File: src/rtl/plate_char_buffer.sv
// plate_char_buffer: collects recognizer characters into a plate string and streams it out.
// Optional PLATE_LEN_CHECK_EN also rejects plates shorter than MIN_CHARS.
module plate_char_buffer #(
    parameter int MAX_CHARS = 10,
    parameter int CH_W      = 6,
    parameter int MIN_CHARS = 4
) (
    input  logic            clk,
    input  logic            rst,
    input  logic            start,
    input  logic [CH_W-1:0] ch_in,
    input  logic            ch_valid,
    input  logic            rec_done,
    output logic [CH_W-1:0] out_ch,
    output logic            out_valid,
    input  logic            out_ready,
    output logic            out_last,
    output logic [3:0]      plate_len,
    output logic            plate_err,
    output logic            overflow,
    output logic            busy
);
    typedef enum logic [1:0] {IDLE, COLLECT, CHECK, READOUT} state_t;

`ifdef PLATE_LEN_CHECK_EN
    localparam bit LEN_CHECK = 1'b1;
`else
    localparam bit LEN_CHECK = 1'b0;
`endif

    state_t          r_state, w_next;
    logic [CH_W-1:0] r_buf [MAX_CHARS];
    logic [3:0]      r_len, r_rd_ptr;
    logic [CH_W-1:0] r_out_ch;
    logic            r_out_valid, r_out_last, r_plate_err, r_overflow;
    logic            w_ch_ok, w_full, w_wr, w_xfer, w_reject;
    logic [3:0]      w_rd_nxt;

    // codes 36 and above are non-characters and never reach the buffer
    assign w_ch_ok  = ch_valid && (32'(ch_in) < 36);
    assign w_full   = r_len == 4'(MAX_CHARS);
    assign w_wr     = (r_state == COLLECT) && !start && w_ch_ok && !w_full;
    assign w_xfer   = r_out_valid && out_ready;
    assign w_rd_nxt = r_rd_ptr + 4'd1;
    assign w_reject = (r_len == 4'd0) || r_overflow || (LEN_CHECK && (r_len < 4'(MIN_CHARS)));

    always_comb begin
        w_next = r_state;
        if (start)
            w_next = COLLECT;
        else
            case (r_state)
                COLLECT: w_next = rec_done ? CHECK : COLLECT;
                CHECK:   w_next = w_reject ? IDLE : READOUT;
                READOUT: w_next = (w_xfer && r_out_last) ? IDLE : READOUT;
                default: w_next = r_state;
            endcase
    end

    always_ff @(posedge clk)
        if (!rst) r_state <= IDLE;
        else      r_state <= w_next;

    always_ff @(posedge clk)
        if (w_wr) r_buf[r_len] <= ch_in;

    always_ff @(posedge clk) begin
        if (!rst) begin
            r_len       <= 4'd0;
            r_rd_ptr    <= 4'd0;
            r_overflow  <= 1'b0;
            r_plate_err <= 1'b0;
            r_out_valid <= 1'b0;
            r_out_last  <= 1'b0;
            r_out_ch    <= '0;
        end else begin
            r_plate_err <= (r_state == CHECK) && !start && w_reject;
            if (start) begin
                r_len       <= 4'd0;
                r_rd_ptr    <= 4'd0;
                r_overflow  <= 1'b0;
                r_out_valid <= 1'b0;
                r_out_last  <= 1'b0;
            end else
                case (r_state)
                    COLLECT: begin
                        if (w_wr) r_len <= r_len + 4'd1;
                        if (w_ch_ok && w_full) r_overflow <= 1'b1;
                    end
                    CHECK: if (!w_reject) begin
                        r_rd_ptr    <= 4'd0;
                        r_out_valid <= 1'b1;
                        r_out_ch    <= r_buf[0];
                        r_out_last  <= r_len == 4'd1;
                    end
                    READOUT: if (w_xfer) begin
                        if (r_out_last) begin
                            r_out_valid <= 1'b0;
                            r_out_last  <= 1'b0;
                        end else begin
                            r_rd_ptr   <= w_rd_nxt;
                            r_out_ch   <= r_buf[w_rd_nxt];
                            r_out_last <= w_rd_nxt == r_len - 4'd1;
                        end
                    end
                    default: ;
                endcase
        end
    end

    assign out_ch    = r_out_ch;
    assign out_valid = r_out_valid;
    assign out_last  = r_out_last;
    assign plate_len = r_len;
    assign plate_err = r_plate_err;
    assign overflow  = r_overflow;
    assign busy      = r_state != IDLE;
endmodule

File: config.mk
export PLATFORM = sky130hd
export DESIGN_NAME = plate_char_buffer
export DESIGN_NICKNAME = d
export VERILOG_FILES = /design/src/rtl/plate_char_buffer.sv
export SDC_FILE = /design/constraint.sdc
export NUM_CORES = 1
export LEC_CHECK = 0
export ABC_CLOCK_PERIOD_IN_PS = 5310
export CAP_MARGIN = 20
export CORE_MARGIN = 2
export CORE_UTILIZATION = 62
export CTS_CLUSTER_DIAMETER = 100
export DETAILED_ROUTE_END_ITERATION = 10
export HOLD_SLACK_MARGIN = 0.1
export PLACE_DENSITY = 0.91
export SLEW_MARGIN = 40
export SYNTH_ARGS = -nofsm -noshare
export SYNTH_HDL_FRONTEND = slang
export SYNTH_SLANG_ARGS = --single-unit
File: constraint.sdc
create_clock -name clk -period 5.31 [get_ports clk]
set_clock_uncertainty 0.15 [all_clocks]
set_input_delay 0.531 -clock clk [delete_from_list [all_inputs] [get_ports clk]]
set_output_delay 0.531 -clock clk [all_outputs]
set_load 0.005 [all_outputs]
==> run metrics, run 1 <==
status=finished clean; # resized after CTS=0; placed instance area=roughly 0.0039 mm^2; CP max FO=11; gr usage total=a little over a quarter; leading area contributor after synthesis=edfxtp_1; post-CTS setup buffers=0; core area=0.005540 mm^2; Root Buffer=clkbuf_8; CP Launch Type=input port; Hold Startpoint=out_ch[4]; R2R setup slack=~2700 ps; Initial Util=roughly 65%; Fmax achieved=~320 MHz; number of synthesized flops with an enable pin=60; GR Layer Usage met3=about 7.8%; syn avg cell area=14.66 um^2; Worst Hold End=out_ch[4]; Diodes inserted=0; FF-to-FF Start=r_state[0]; count leader, synth=edfxtp_1; Die Ht=79.96 um; r2r endpoint=r_buf[6][4]; die width=approximately 80 um; Synthesis Warnings=0; Arr. time, crit path=between 2000 and 3000 ps; maximum VDD drop=between 0.0003 and 0.0004 V; Initial DRC Count=~330; Yosys top cell area share=50.37%; Worst R2R Path Depth=4; drt pass-1 iters=6; final core occ=about 74%; Post-synth top cells=60 x edfxtp_1, 20 x dfxtp_1, 11 x nor2_1; Final ANT Viol Nets=0; Post-DP HPWL=about 5.5 mm; relative slew slack=between 50% and 60%; largest cells by area after synthesis=edfxtp_1 50%, dfxtp_1 11%, mux4_2 4.4%; Mapped Nets=262; Worst Tran Pin Value=~660 ps; P per Cell Area=299.7 mW/mm^2; Sink Count=80; area grow syn2layout=14.97%; CTS clk-pin slew, worst paths=about 80 ps; Max Slew Vio Count=0; largest net degree at the start of global routing=23; Hold Vio Cnt, Final=0; Final Cell Area=between 0.004 and 0.005 mm^2; crit share post-route=between 50 and 60%; min-delay worst type=reg -> reg; FFs w/ async S/R, synth=0%; Yosys reg bits=80; vias in the first global route=approximately 2200; IO buf count=26; gr busiest metal=met2; setup TNS=0 ps; via count=between 2000 and 2500; grt total ovfl=0; CTS tree=done; GRT met1 Usage=approximately two fifths; H-tree depth=3; hold path cells=2; share of post-route cells with drive strength above 1=between 10% and 20%; CP Data Required Time=5180 ps; TritonCTS Buffers=9; Cells after Synth=244; P_leak=1.331 nW; I/O Pins=27; grt met2 use=~40%; Final setup viols=0; Max-Cap Viols=0; GP Congestion=roughly 0.9; wire per inst=22.80 um; Die ar.=approximately 0.0064 mm^2; final wirelength=between 7 and 8 mm; Residual DRC=0; vias per inst=between 6 and 7; distinct cell type count after synthesis=52; Hold Buf Count CTS=0; Setup crit end kind=flop; fin crit period=around 3000 ps; first-pass GRT wire length=~12 mm; Post-synth top flop=edfxtp_1; unrepaired setup endpoints after global routing=no; Mapped Area=0.003577 mm^2; num rows=27; fin nets=288; critical path type=in -> reg; initial antenna violation count=0; clk buf depth=2; sequential share of the synthesized area=61.56%; Worst-Skew Late Latency=roughly 350 ps
-- where the power goes --
part | switching, W | internal [W]
sequential | 0.00000302 | 0.000672
combinational | 0.0000193 | 0.0000131
clock | 0.000217 | 0.000309
total | 0.000239 | 0.000994
-- placed cells by master, fill, tap and decap left out, types with 4 or more instances in the layout --
master / instances
and2_1: 8
o211ai_1: 6
nand3_1: 4
o2111ai_1: 6
nor2b_1: 8
nor2_1: 11
and3_1: 4
ha_1: 6
a2111oi_1: 4
o21ai_1: 7
clkbuf_8: 9
mux4_2: 7
mux4_1: 5
nor3_1: 4
clkdlybuf4s50_1: 26
xnor2_1: 6
a21oi_1: 4
mux2_2: 7
nand2b_1: 8
dfxtp_1: 20
edfxtp_1: 60
nand2_1: 4
-- worst max-delay path, cell delays in order --
cell and delay [ps]:
clkdlybuf4s50_1 640, o31ai_1 550, nand3_1 210, nor4b_1 610, and2_1 410
-- sequential cells by signal, indices dropped and copies added (netlist names) --
signal,flops
out_ch,6
out_last,1
out_valid,1
overflow,1
plate_err,1
plate_len,4
r_buf,60
r_rd_ptr,4
r_state,2
-- area by class of cell --
class | instances | area (um^2)
clock inverters | 6 | 108.9
inverters | 3 | 11.26
well taps | 72 | 90.09
flip-flops and latches | 80 | 2202
clock buffers | 9 | 123.9
repair buffers | 27 | 267.8
multi-input cells | 149 | 1309
fillers | 336 | 1428
-- worst max path at each step --
stage | from | end | slack [ps]
after global routing | ch_in[4] | r_buf[6][0] | 2090
after global placement | ch_in[2] | r_buf[6][2] | 2100
after floorplan | r_rd_ptr[0] | out_ch[2] | 3120
final | ch_in[2] | r_buf[6][4] | 2230
after CTS | ch_in[4] | r_buf[6][0] | 2290
after detailed placement | ch_in[4] | r_buf[6][5] | 1920
-- metrics by stage --
stage	cells	hold slack [ps]	total power (W)	setup WS (ps)
3_5_place_dp	331	343.5	0.0007209	1918
4_1_cts	346	356.5	0.001236	2293
3_3_place_gp	331	343.4	0.0007188	2103
6_report	346	352.9	0.001233	2230
2_1_floorplan	244	340.4	0.0006995	3119
5_1_grt	346	376.9	0.001268	2090
-- kinds of logic after synthesis --
logic type / after synthesis / share of synthesized area, %
xor gates and xnor gates: 10 / 2.973
DFF: 80 / 61.56
AOI/OAI and AO/OA: 45 / 9.269
adders and majority gates: 6 / 2.099
buffers and inverters: 15 / 2.064
and+or+nand+nor: 67 / 11.19
muxes: 21 / 10.84
-- metal layers --
metal	wire (um)	part of all wire, %
met2	3779	48
met1	3170	40
met4	206	2.6
met5	0	0
met3	731	9.3
Note: power is estimated with default switching activity, not from simulation.
==> run 2: changes to the inputs <==
- ABC_CLOCK_PERIOD_IN_PS: 5310 -> 2800
- CORE_UTILIZATION: 62 -> 52
- PLACE_DENSITY: 0.91 -> 0.82
- clock period: 5.31 -> 2.8 ns (I/O delays scaled with it)
==> run 2 against run 1 <==
Combinational power rose by 120%. Global-route usage fell by 3.9 points. Power rose by 83%. Largest power group unchanged. Sequential cell count did not move. Register-to-register slack got worse by 2400 ps. Worst setup slack got worse by 1900 ps. Largest cell class unchanged. First-iteration DRC count fell by 37%. Sequential share of layout area fell by 0.98 points. Final area rose by 1.9%. Critical endpoint is now out_ch[5]. Clock power rose by 71%.
==> run metrics, run 2 (synthesized netlist as in run 1, its figures left out) <==
num rows=30 (was 27); Worst Tran Pin Value=795.8 ps (was 662.8 ps); CP Data Required Time=2880 ps (was 5180 ps); final core occ=62.35% (was 74.23%); Clk network pwr share=40.0% (was 42.6%); Die Ht=86.94 um (was 79.96 um); Die ar.=0.007559 mm^2 (was 0.006394 mm^2); maximum VDD drop=0.0002793 V (was 0.0003281 V); via count=2322 (was 2312); CP Capture Point=out_ch[5] (was r_buf[6][4]); Largest register FFs=60 (unchanged); CP max FO=14 (was 11); r2r endpoint=out_ch[5] (was r_buf[6][4]); final wirelength=8.104 mm (was 7.888 mm); drt pass-1 iters=5 (was 6); Initial DRC Count=208 (was 328); Net Sw Power=0.0005158 W (was 0.0002389 W); min-delay worst type=reg -> reg (unchanged); gr usage total=23.37% (was 27.27%); placed instance area=0.003980 mm^2 (was 0.003880 mm^2); CP startpoint=r_rd_ptr[1] (was ch_in[2]); grt total ovfl=0 (unchanged); Residual DRC=0 (unchanged); IO buf count=26 (unchanged); vias per inst=6.310 (was 6.682); Logic pwr share=3.2% (was 2.6%); TritonCTS Buffers=9 (unchanged); Biggest register=r_buf (unchanged); post-CTS setup buffers=0 (unchanged); status=finished clean (unchanged); Flop pwr share=56.8% (was 54.7%); Diodes inserted=0 (unchanged); largest net degree at the start of global routing=23 (unchanged); clk buf depth=2 (unchanged); R2R setup slack=320 ps (was 2730 ps); commonest cells after routing, fill and taps aside=60 x edfxtp_1, 26 x clkdlybuf4s50_1, 20 x dfxtp_1 (unchanged); P per Cell Area=537.4 mW/mm^2 (was 299.7 mW/mm^2); Sw Ratio=22.91% (was 19.38%); P_leak=1.383 nW (was 1.331 nW); FF-to-FF Start=r_rd_ptr[1] (was r_state[0]); Final ANT Viol Nets=0 (unchanged); Layout Cells excl Fill=368 (was 346); GP Congestion=0.8455 (was 0.8908); die width=86.94 um (was 79.96 um); Setup crit end kind=flop (unchanged); Max-Cap Viols=0 (unchanged); commonest non-fill, non-tap cell in the layout=edfxtp_1 (unchanged); critical path type=reg -> reg (was in -> reg); share of post-route cells with drive strength above 1=18.06% (was 14.23%); Hold Buf Count CTS=0 (unchanged); relative slew slack=46.77% (was 55.19%); Root Buffer=clkbuf_8 (unchanged); setup TNS=0 ps (unchanged); Final setup viols=0 (unchanged); unrepaired setup endpoints after global routing=no (unchanged); core area=0.006719 mm^2 (was 0.005540 mm^2); CTS clk-pin slew, worst paths=90 ps (was 80 ps); Final Cell Area=0.004189 mm^2 (was 0.004113 mm^2); H-tree depth=3 (unchanged); Worst-Skew Late Latency=360 ps (was 350 ps); fin crit period=between 2000 and 2500 ps; Arr. time, crit path=2560 ps (was 2950 ps); vias in the first global route=2314 (was 2208); crit share post-route=88.59%; PnR Total Power=0.002251 W (was 0.001233 W); Initial Util=53.24% (was 64.57%); Worst R2R Path Depth=5 (was 4); # resized after CTS=0 (unchanged); internal power=0.001735 W (was 0.0009936 W); I/O Pins=27 (unchanged); initial antenna violation count=0 (unchanged); CTS tree=done (unchanged); Post-DP HPWL=5.584 mm (was 5.499 mm); CP Launch Type=flop (was input port); dpl cells=352 (was 331); area grow syn2layout=17.10% (was 14.97%); Max Slew Vio Count=0 (unchanged); Hold Vio Cnt, Final=0 (unchanged); fin nets=301 (was 288); Sink Count=80 (unchanged); first-pass GRT wire length=12.97 mm (was 12.30 mm); Fmax achieved=a little over 400 MHz; wire per inst=22.02 um (was 22.80 um)
[run 2: cell count changes in the layout (fill, tap and decap cells not counted)]
cell	previous run	this run
xor2_2	1	0
buf_4	1	14
inv_8	0	1
clkinv_4	1	2
bufinv_16	3	1
inv_6	0	3
clkinv_2	2	0
xor2_1	2	3
[run 2: how the worst min path moves through the flow]
stage	startpoint	to	slack, ps	cells after the start
2_1_floorplan	ch_in[0]	r_buf[0][0]	230	0
3_3_place_gp	out_ch[1]	out_ch[1]	340	2
3_5_place_dp	out_ch[3]	out_ch[3]	340	2
4_1_cts	out_ch[3]	out_ch[3]	350	2
5_1_grt	rec_done	r_state[1]	380	3
6_report	out_ch[3]	out_ch[3]	350	2
[run 2: cell type report]
type | instances | area, um^2
Fill cell | 485 | 2530
Sequential cell | 80 | 2202
Multi-Input combinational cell | 149 | 1301
Timing Repair Buffer | 40 | 365.4
Clock buffer | 9 | 123.9
Tap cell | 80 | 100.1
Clock inverter | 7 | 85.08
Inverter | 3 | 11.26
[run 2: critical path, cell delays in order (launching register included)]
cell and delay [ps]:
dfxtp_1 350, ha_1 690, mux4_2 390, nor2b_1 140, a2111oi_1 500, o21ai_1 120
[run 2: layer usage]
| layer | GRT usage (%) | vias to the layer above | wire length, um |
|---|---|---|---|
| met4 | 11.51 | 0 | 187 |
| met2 | 37.40 | 123 | 4043 |
| met5 | 0 | - | 0 |
| li1 | - | 1043 | - |
| met1 | 31.61 | 1141 | 3304 |
| met3 | 3.033 | 15 | 569 |
[run 2: power groups by stage]
stage          Combinational (W)  Clock, W  Sequential [W]
3_3_place_gp           0.0000690         0         0.00131
4_1_cts                0.0000721  0.000906         0.00128
2_1_floorplan          0.0000241         0         0.00130
3_5_place_dp           0.0000707         0         0.00131
6_report               0.0000720  0.000900         0.00128
5_1_grt                0.0000772  0.000944         0.00128
[run 2: metrics by stage]
step | setup slack (ps) | hold slack, ps
CTS | 386.2 | 354.6
detailed placement | 106.5 | 342.0
global route | 149.5 | 381.6
floorplan | 609.3 | 228.9
global placement | 275.8 | 340.4
finish | 319.4 | 350.4
==> run 3: changes to the inputs <==
- CTS_CLUSTER_DIAMETER: 100 -> not set
- PLACE_DENSITY: 0.82 -> 0.81
==> run 3 against run 2 <==
Worst hold slack better by 4.4 ps. Combinational power fell by 2%. Core utilization shrank 0.43 points. Sequential share of layout area rose by 0.36 points. Clock-buffer cell count unchanged. Critical path depth is the same. Power fell by 1.5%. Fmax down 2.8%. Die area is the same. Critical endpoint is now out_ch[4]. Highest routed layer unchanged.
==> run metrics, run 3 (synthesized netlist as in run 1, its figures left out) <==
fin crit period=2553 ps (was 2481 ps); Layout Cells excl Fill=365 (was 368); via count=2269 (was 2322); Final ANT Viol Nets=0 (unchanged); Setup crit end kind=flop (unchanged); Buffers & Inverters on Critical Path=0 (unchanged); vias in the first global route=2175 (was 2314); I/O Pins=27 (unchanged); fin nets=298 (was 301); Hold Buf Count CTS=0 (unchanged); Final setup viols=0 (unchanged); final wirelength=7.632 mm (was 8.104 mm); CP max stage cell=ha_1 (unchanged); Hold Startpoint=out_ch[2] (was out_ch[3]); CP Data Required Time=2880 ps (about the same); area grow syn2layout=16.30% (was 17.10%); CP startpoint=r_rd_ptr[1] (unchanged); Worst path max stage delay=660 ps (was 690 ps); Sw Ratio=22.10% (was 22.91%); P_leak=1.361 nW (was 1.383 nW); die width=86.94 um (unchanged); wire per inst=20.91 um (was 22.02 um); min-delay worst type=reg -> reg (unchanged); Root Buffer=clkbuf_8 (unchanged); drt pass-1 iters=4 (was 5); initial antenna violation count=0 (unchanged); commonest non-fill, non-tap cell in the layout=edfxtp_1 (unchanged); Net Sw Power=0.0004899 W (was 0.0005158 W); Layout fillers=474 (was 485); critical-path cell list=ha_1, mux4_1, nor2b_1, a2111oi_0, o21ai_1 (was ha_1, mux4_2, nor2b_1, a2111oi_1, o21ai_1); core area=0.006719 mm^2 (unchanged); commonest cells after routing, fill and taps aside=60 x edfxtp_1, 26 x clkdlybuf4s50_1, 20 x dfxtp_1 (unchanged); CP delay by family, top=compound AO/OA/AOI/OAI gates (was adder cells); Diodes inserted=0 (unchanged); Worst Tran Pin Value=837.5 ps (was 795.8 ps); grt met2 use=33.73% (was 37.40%); crit share post-route=91.19% (was 88.59%); Worst R2R Path Depth=5 (unchanged); FF-to-FF Start=r_rd_ptr[1] (unchanged); Sink Count=80 (unchanged); grt total ovfl=0 (unchanged); Die ar.=0.007559 mm^2 (unchanged); worst hold slack=354.7 ps (was 350.4 ps); Clk network pwr share=39.1% (was 40.0%); Worst-Skew Late Latency=350 ps (was 360 ps); gr busiest metal=met2 (unchanged); share of post-route cells with drive strength above 1=16.84% (was 18.06%); CTS clk-pin slew, worst paths=80 ps (was 90 ps); status=finished clean (unchanged); Initial DRC Count=182 (was 208); internal power=0.001727 W (was 0.001735 W); clk buf depth=2 (unchanged); Logic pwr share=3.2% (about the same); GRT met1 Usage=31.54% (was 31.61%); critical path type=reg -> reg (unchanged); Die Ht=86.94 um (unchanged); CP max FO=14 (unchanged); post-CTS setup buffers=0 (unchanged); r2r endpoint=out_ch[4] (was out_ch[5]); H-tree depth=3 (unchanged); first-pass GRT wire length=12.10 mm (was 12.97 mm); stages on the worst setup path=5 (unchanged); largest net degree at the start of global routing=23 (unchanged); unrepaired setup endpoints after global routing=no (unchanged); CP Capture Point=out_ch[4] (was out_ch[5]); TritonCTS Buffers=9 (unchanged); Residual DRC=0 (unchanged); Hold Vio Cnt, Final=0 (unchanged); Flop pwr share=57.7% (was 56.8%); Initial Util=53.24% (unchanged); R2R setup slack=250 ps (was 320 ps); Post-DP HPWL=5.413 mm (was 5.584 mm); # resized after CTS=0 (unchanged); Max Slew Vio Count=0 (unchanged); GR Layer Usage met3=2.938% (was 3.033%); maximum VDD drop=0.0002631 V (was 0.0002793 V); IO buf count=26 (unchanged); relative slew slack=43.97% (was 46.77%); Arr. time, crit path=2630 ps (was 2560 ps); dpl cells=349 (was 352); gr usage total=22.03% (was 23.37%); Fmax achieved=391.7 MHz (was 403.1 MHz); Largest register FFs=60 (unchanged); vias per inst=6.216 (was 6.310); Max-Cap Viols=0 (unchanged); Biggest register=r_buf (unchanged); CP Launch Type=flop (unchanged); GP Congestion=0.8090 (was 0.8455); num rows=30 (unchanged); CTS tree=done (unchanged); setup TNS=0 ps (unchanged); P per Cell Area=532.9 mW/mm^2 (was 537.4 mW/mm^2)
==> run 3: changes by cell type in the layout (fill, tap and decap cells not counted) <==
cell	before	now
inv_6	3	2
clkinv_4	2	1
clkinv_1	0	1
clkinvlp_4	0	1
buf_4	14	11
==> run 3: routing by layer <==
| layer | part of all wire [%] | up-vias | wire length (um) |
|---|---|---|---|
| met5 | 0 | - | 0 |
| met4 | 2.3 | 0 | 177 |
| met3 | 7.0 | 14 | 532 |
| met2 | 48 | 103 | 3690 |
| met1 | 42 | 1118 | 3232 |
| li1 | - | 1034 | - |
==> run 3: power groups by stage <==
stage / combinational [W] / clock [W] / sequential (W)
2_1_floorplan: 0.0000241 / 0 / 0.00130
3_3_place_gp: 0.0000680 / 0 / 0.00131
3_5_place_dp: 0.0000698 / 0 / 0.00131
4_1_cts: 0.0000701 / 0.000872 / 0.00128
5_1_grt: 0.0000756 / 0.000919 / 0.00128
6_report: 0.0000708 / 0.000867 / 0.00128
==> run 3: worst min-delay path by stage <==
stage / endpoint / slack (ps) / depth (start not counted)
finish: out_ch[2] / 350 / 2
global route: out_ch[4] / 370 / 2
CTS: out_ch[2] / 360 / 2
detailed placement: out_ch[2] / 340 / 2
global placement: out_ch[0] / 340 / 2
floorplan: r_buf[0][0] / 230 / 0
==> run 3: per-stage QoR <==
step	utilization (%)	cell area [um^2]	power, W	worst slack [ps]
after global routing	61.92	4160	0.002274	178.5
after global placement	58.90	3958	0.001374	340.2
final	61.92	4160	0.002217	246.7
after CTS	61.92	4160	0.002222	304.9
after detailed placement	58.90	3958	0.001376	243.7
after floorplan	-	3577	0.001327	609.3
==> run 3: final cells by class <==
| class | count | area, um^2 | area share, % |
|---|---|---|---|
| sequential | 80 | 2202 | 52.93 |
| multi-input combinational | 149 | 1301 | 31.28 |
| timing repair buffer | 37 | 342.8 | 8.241 |
| clock buffer | 9 | 123.9 | 2.977 |
| tap | 80 | 100.1 | 2.406 |
| clock inverter | 7 | 78.83 | 1.895 |
| inverter | 3 | 11.26 | 0.2707 |
==> run 3: worst min-delay path: cells and delay by family (launching register included) <==
family          cells  cell delay [ps]
compound gates      2              140
flops               1              320
==> variant, RTL diff (flow settings as in run 2) <==
Re-encode `state_t` (4 states) as one-hot, 4 bits wide.
--- a/src/rtl/plate_char_buffer.sv
+++ b/src/rtl/plate_char_buffer.sv
@@ -20,7 +20,7 @@
     output logic            overflow,
     output logic            busy
 );
-    typedef enum logic [1:0] {IDLE, COLLECT, CHECK, READOUT} state_t;
+    typedef enum logic [3:0] {IDLE = 4'b0001, COLLECT = 4'b0010, CHECK = 4'b0100, READOUT = 4'b1000} state_t;
 
 `ifdef PLATE_LEN_CHECK_EN
     localparam bit LEN_CHECK = 1'b1;
Check against the original RTL: no difference found for any inputs over 10 cycles, from zero or initial values and one cycle with rst low; not proved beyond that.
==> variant against run 2 <==
- synthesized area fell by 1.4%
- clock power fell by 9.8%
- cell area fell by 0.90%
- total power fell by 2.9%
- sequential cell count rose by 2
- count of clock-buffer cells in the layout rose by 1
- worst hold slack got worse by 0.025 ns
- worst setup slack improved by 0.14 ns
- routed wire length fell by 7.9%
- critical path depth rose by 1
- critical endpoint is now r_buf[5][5]$_DFFE_PP_
==> variant: results (changes against run 2) <==
| Metric | Value |
|---|---|
| Share of async-settable or async-resettable flops after synthesis | `0% (unchanged)` |
| Half-perimeter wire length of the detailed placement result | `5.452 mm (-2.4%)` |
| Count of distinct cell types in the synthesized netlist | `38 (-27%)` |
| ANT cells | `0 (unchanged)` |
| Post-place instance area | `3966 µm² (-0.35%)` |
| Layout overhead on the synthesized area | `17.66%` |
| Nets in the synthesized netlist | `270 (+3.1%)` |
| Via count of the first global-routing pass | `2240 (-3.2%)` |
| Number of buffer cells added on primary ports | `26 (unchanged)` |
| Count of mapped cells out of synthesis | `252 (+3.3%)` |
| Largest net degree at the start of global routing | `15 (-35%)` |
| GRT Total Usage | `22.05% (-1.3 points)` |
| Routed wire per std cell | `19.69 µm (-11%)` |
| Number of vias per cell after detailed routing | `6.008 (-4.8%)` |
| Leakage | `1.392 nW (+0.63%)` |
| Maximum vdd drop | `281.9 µV (+0.92%)` |
| Outcome | `completed` |
| Count of fill cells added during filler insertion | `509 (+4.9%)` |
| Part of the Yosys area used for sequential elements | `63.55% (+2.0 points)` |
| Max-cap viol count | `0 (unchanged)` |
| Final Net Count | `312 (+3.7%)` |
| Worst Path Max Fanout | `7 (-7)` |
| Signal arrival time at the worst endpoint | `2.21 ns (-0.35 ns)` |
| Cell types with the largest area share after synthesis | `edfxtp_1, dfxtp_1, mux4_2` |
| 1st-pass router iterations | `4 (-1)` |
| Wire length of the first global-routing pass | `11.87 mm (-8.4%)` |
| Pre-CTS setup slack | `0.3243 ns (+0.2178 ns)` |
| Violation count after the first detailed-route iteration | `171 (-18%)` |
| Routed Wire Length | `7.463 mm (-7.9%)` |
| Placed instance count | `363 (+3.1%)` |
| Top cells by count, synth | `edfxtp_1, nor2_1, dfxtp_1` |
| Ratio of cells with drive above 1 in the final layout | `16.72% (-1.3 points)` |
| Count of flip-flops with a built-in enable after synthesis | `60 (unchanged)` |
| Slew at the pin with the worst max-slew slack | `0.4656 ns (-0.3302 ns)` |
| Placer's final routability congestion estimate | `0.8071 (-4.5%)` |
[variant: critical path, cell delays in order, from the launching register on]
cell and delay (ns):
dfxtp_1 0.43, nor4b_1 0.35, buf_4 0.20, nand3_1 0.11
nor4b_1 0.30, buf_4 0.18, and2_1 0.29
[variant: cells by family (layout without fill, tap and decap cells)]
logic type | Yosys count | count (layout) | share of synthesized area, %
DFF | 82 | 82 | 63.55
and+or+nand+nor | 76 | 76 | 11.52
adders and majority gates | 6 | 6 | 2.128
buffers and inverters | 15 | 62 | 1.738
muxes | 24 | 24 | 11.10
AOI/OAI and AO/OA | 38 | 38 | 7.234
xor gates and xnor gates | 11 | 11 | 2.730
[variant: layer usage]
layer	wire [µm]	vias to the layer above	GRT usage [%]
met5	0	-	0
met4	109	0	8.097
met3	748	10	5.333
met2	3549	114	33.99
met1	3055	1100	30.73
li1	-	1053	-
[variant: report_power, final]
group          internal (mW)  switching (mW)  leakage, nW  total, mW
Sequential              1.30         0.00478        0.717       1.31
Combinational         0.0309          0.0356        0.579     0.0665
Clock                  0.406           0.406       0.0958      0.812
[variant: final cells by class]
class / count / area share [%]
flip-flops and latches: 82 / 54.01
multi-input cells: 155 / 29.51
well taps: 80 / 2.411
clock inverters: 6 / 1.386
inverters: 3 / 0.2712
clock buffers: 10 / 3.074
repair buffers: 43 / 9.343
[variant: worst paths after layout]
| path | to | depth (start not counted) | slack, ns | from |
|---|---|---|---|---|
| max | r_buf[5][5]$_DFFE_PP_ | 6 | 0.46 | r_state[1]$_SDFFE_PN0P_ |
| min | out_ch[1]$_SDFFE_PN0P_ | 1 | 0.33 | out_ch[1]$_SDFFE_PN0P_ |
| max reg2reg | r_buf[5][5]$_DFFE_PP_ | 6 | 0.46 | r_state[1]$_SDFFE_PN0P_ |
| min reg2reg | out_ch[1]$_SDFFE_PN0P_ | 1 | 0.33 | out_ch[1]$_SDFFE_PN0P_ |
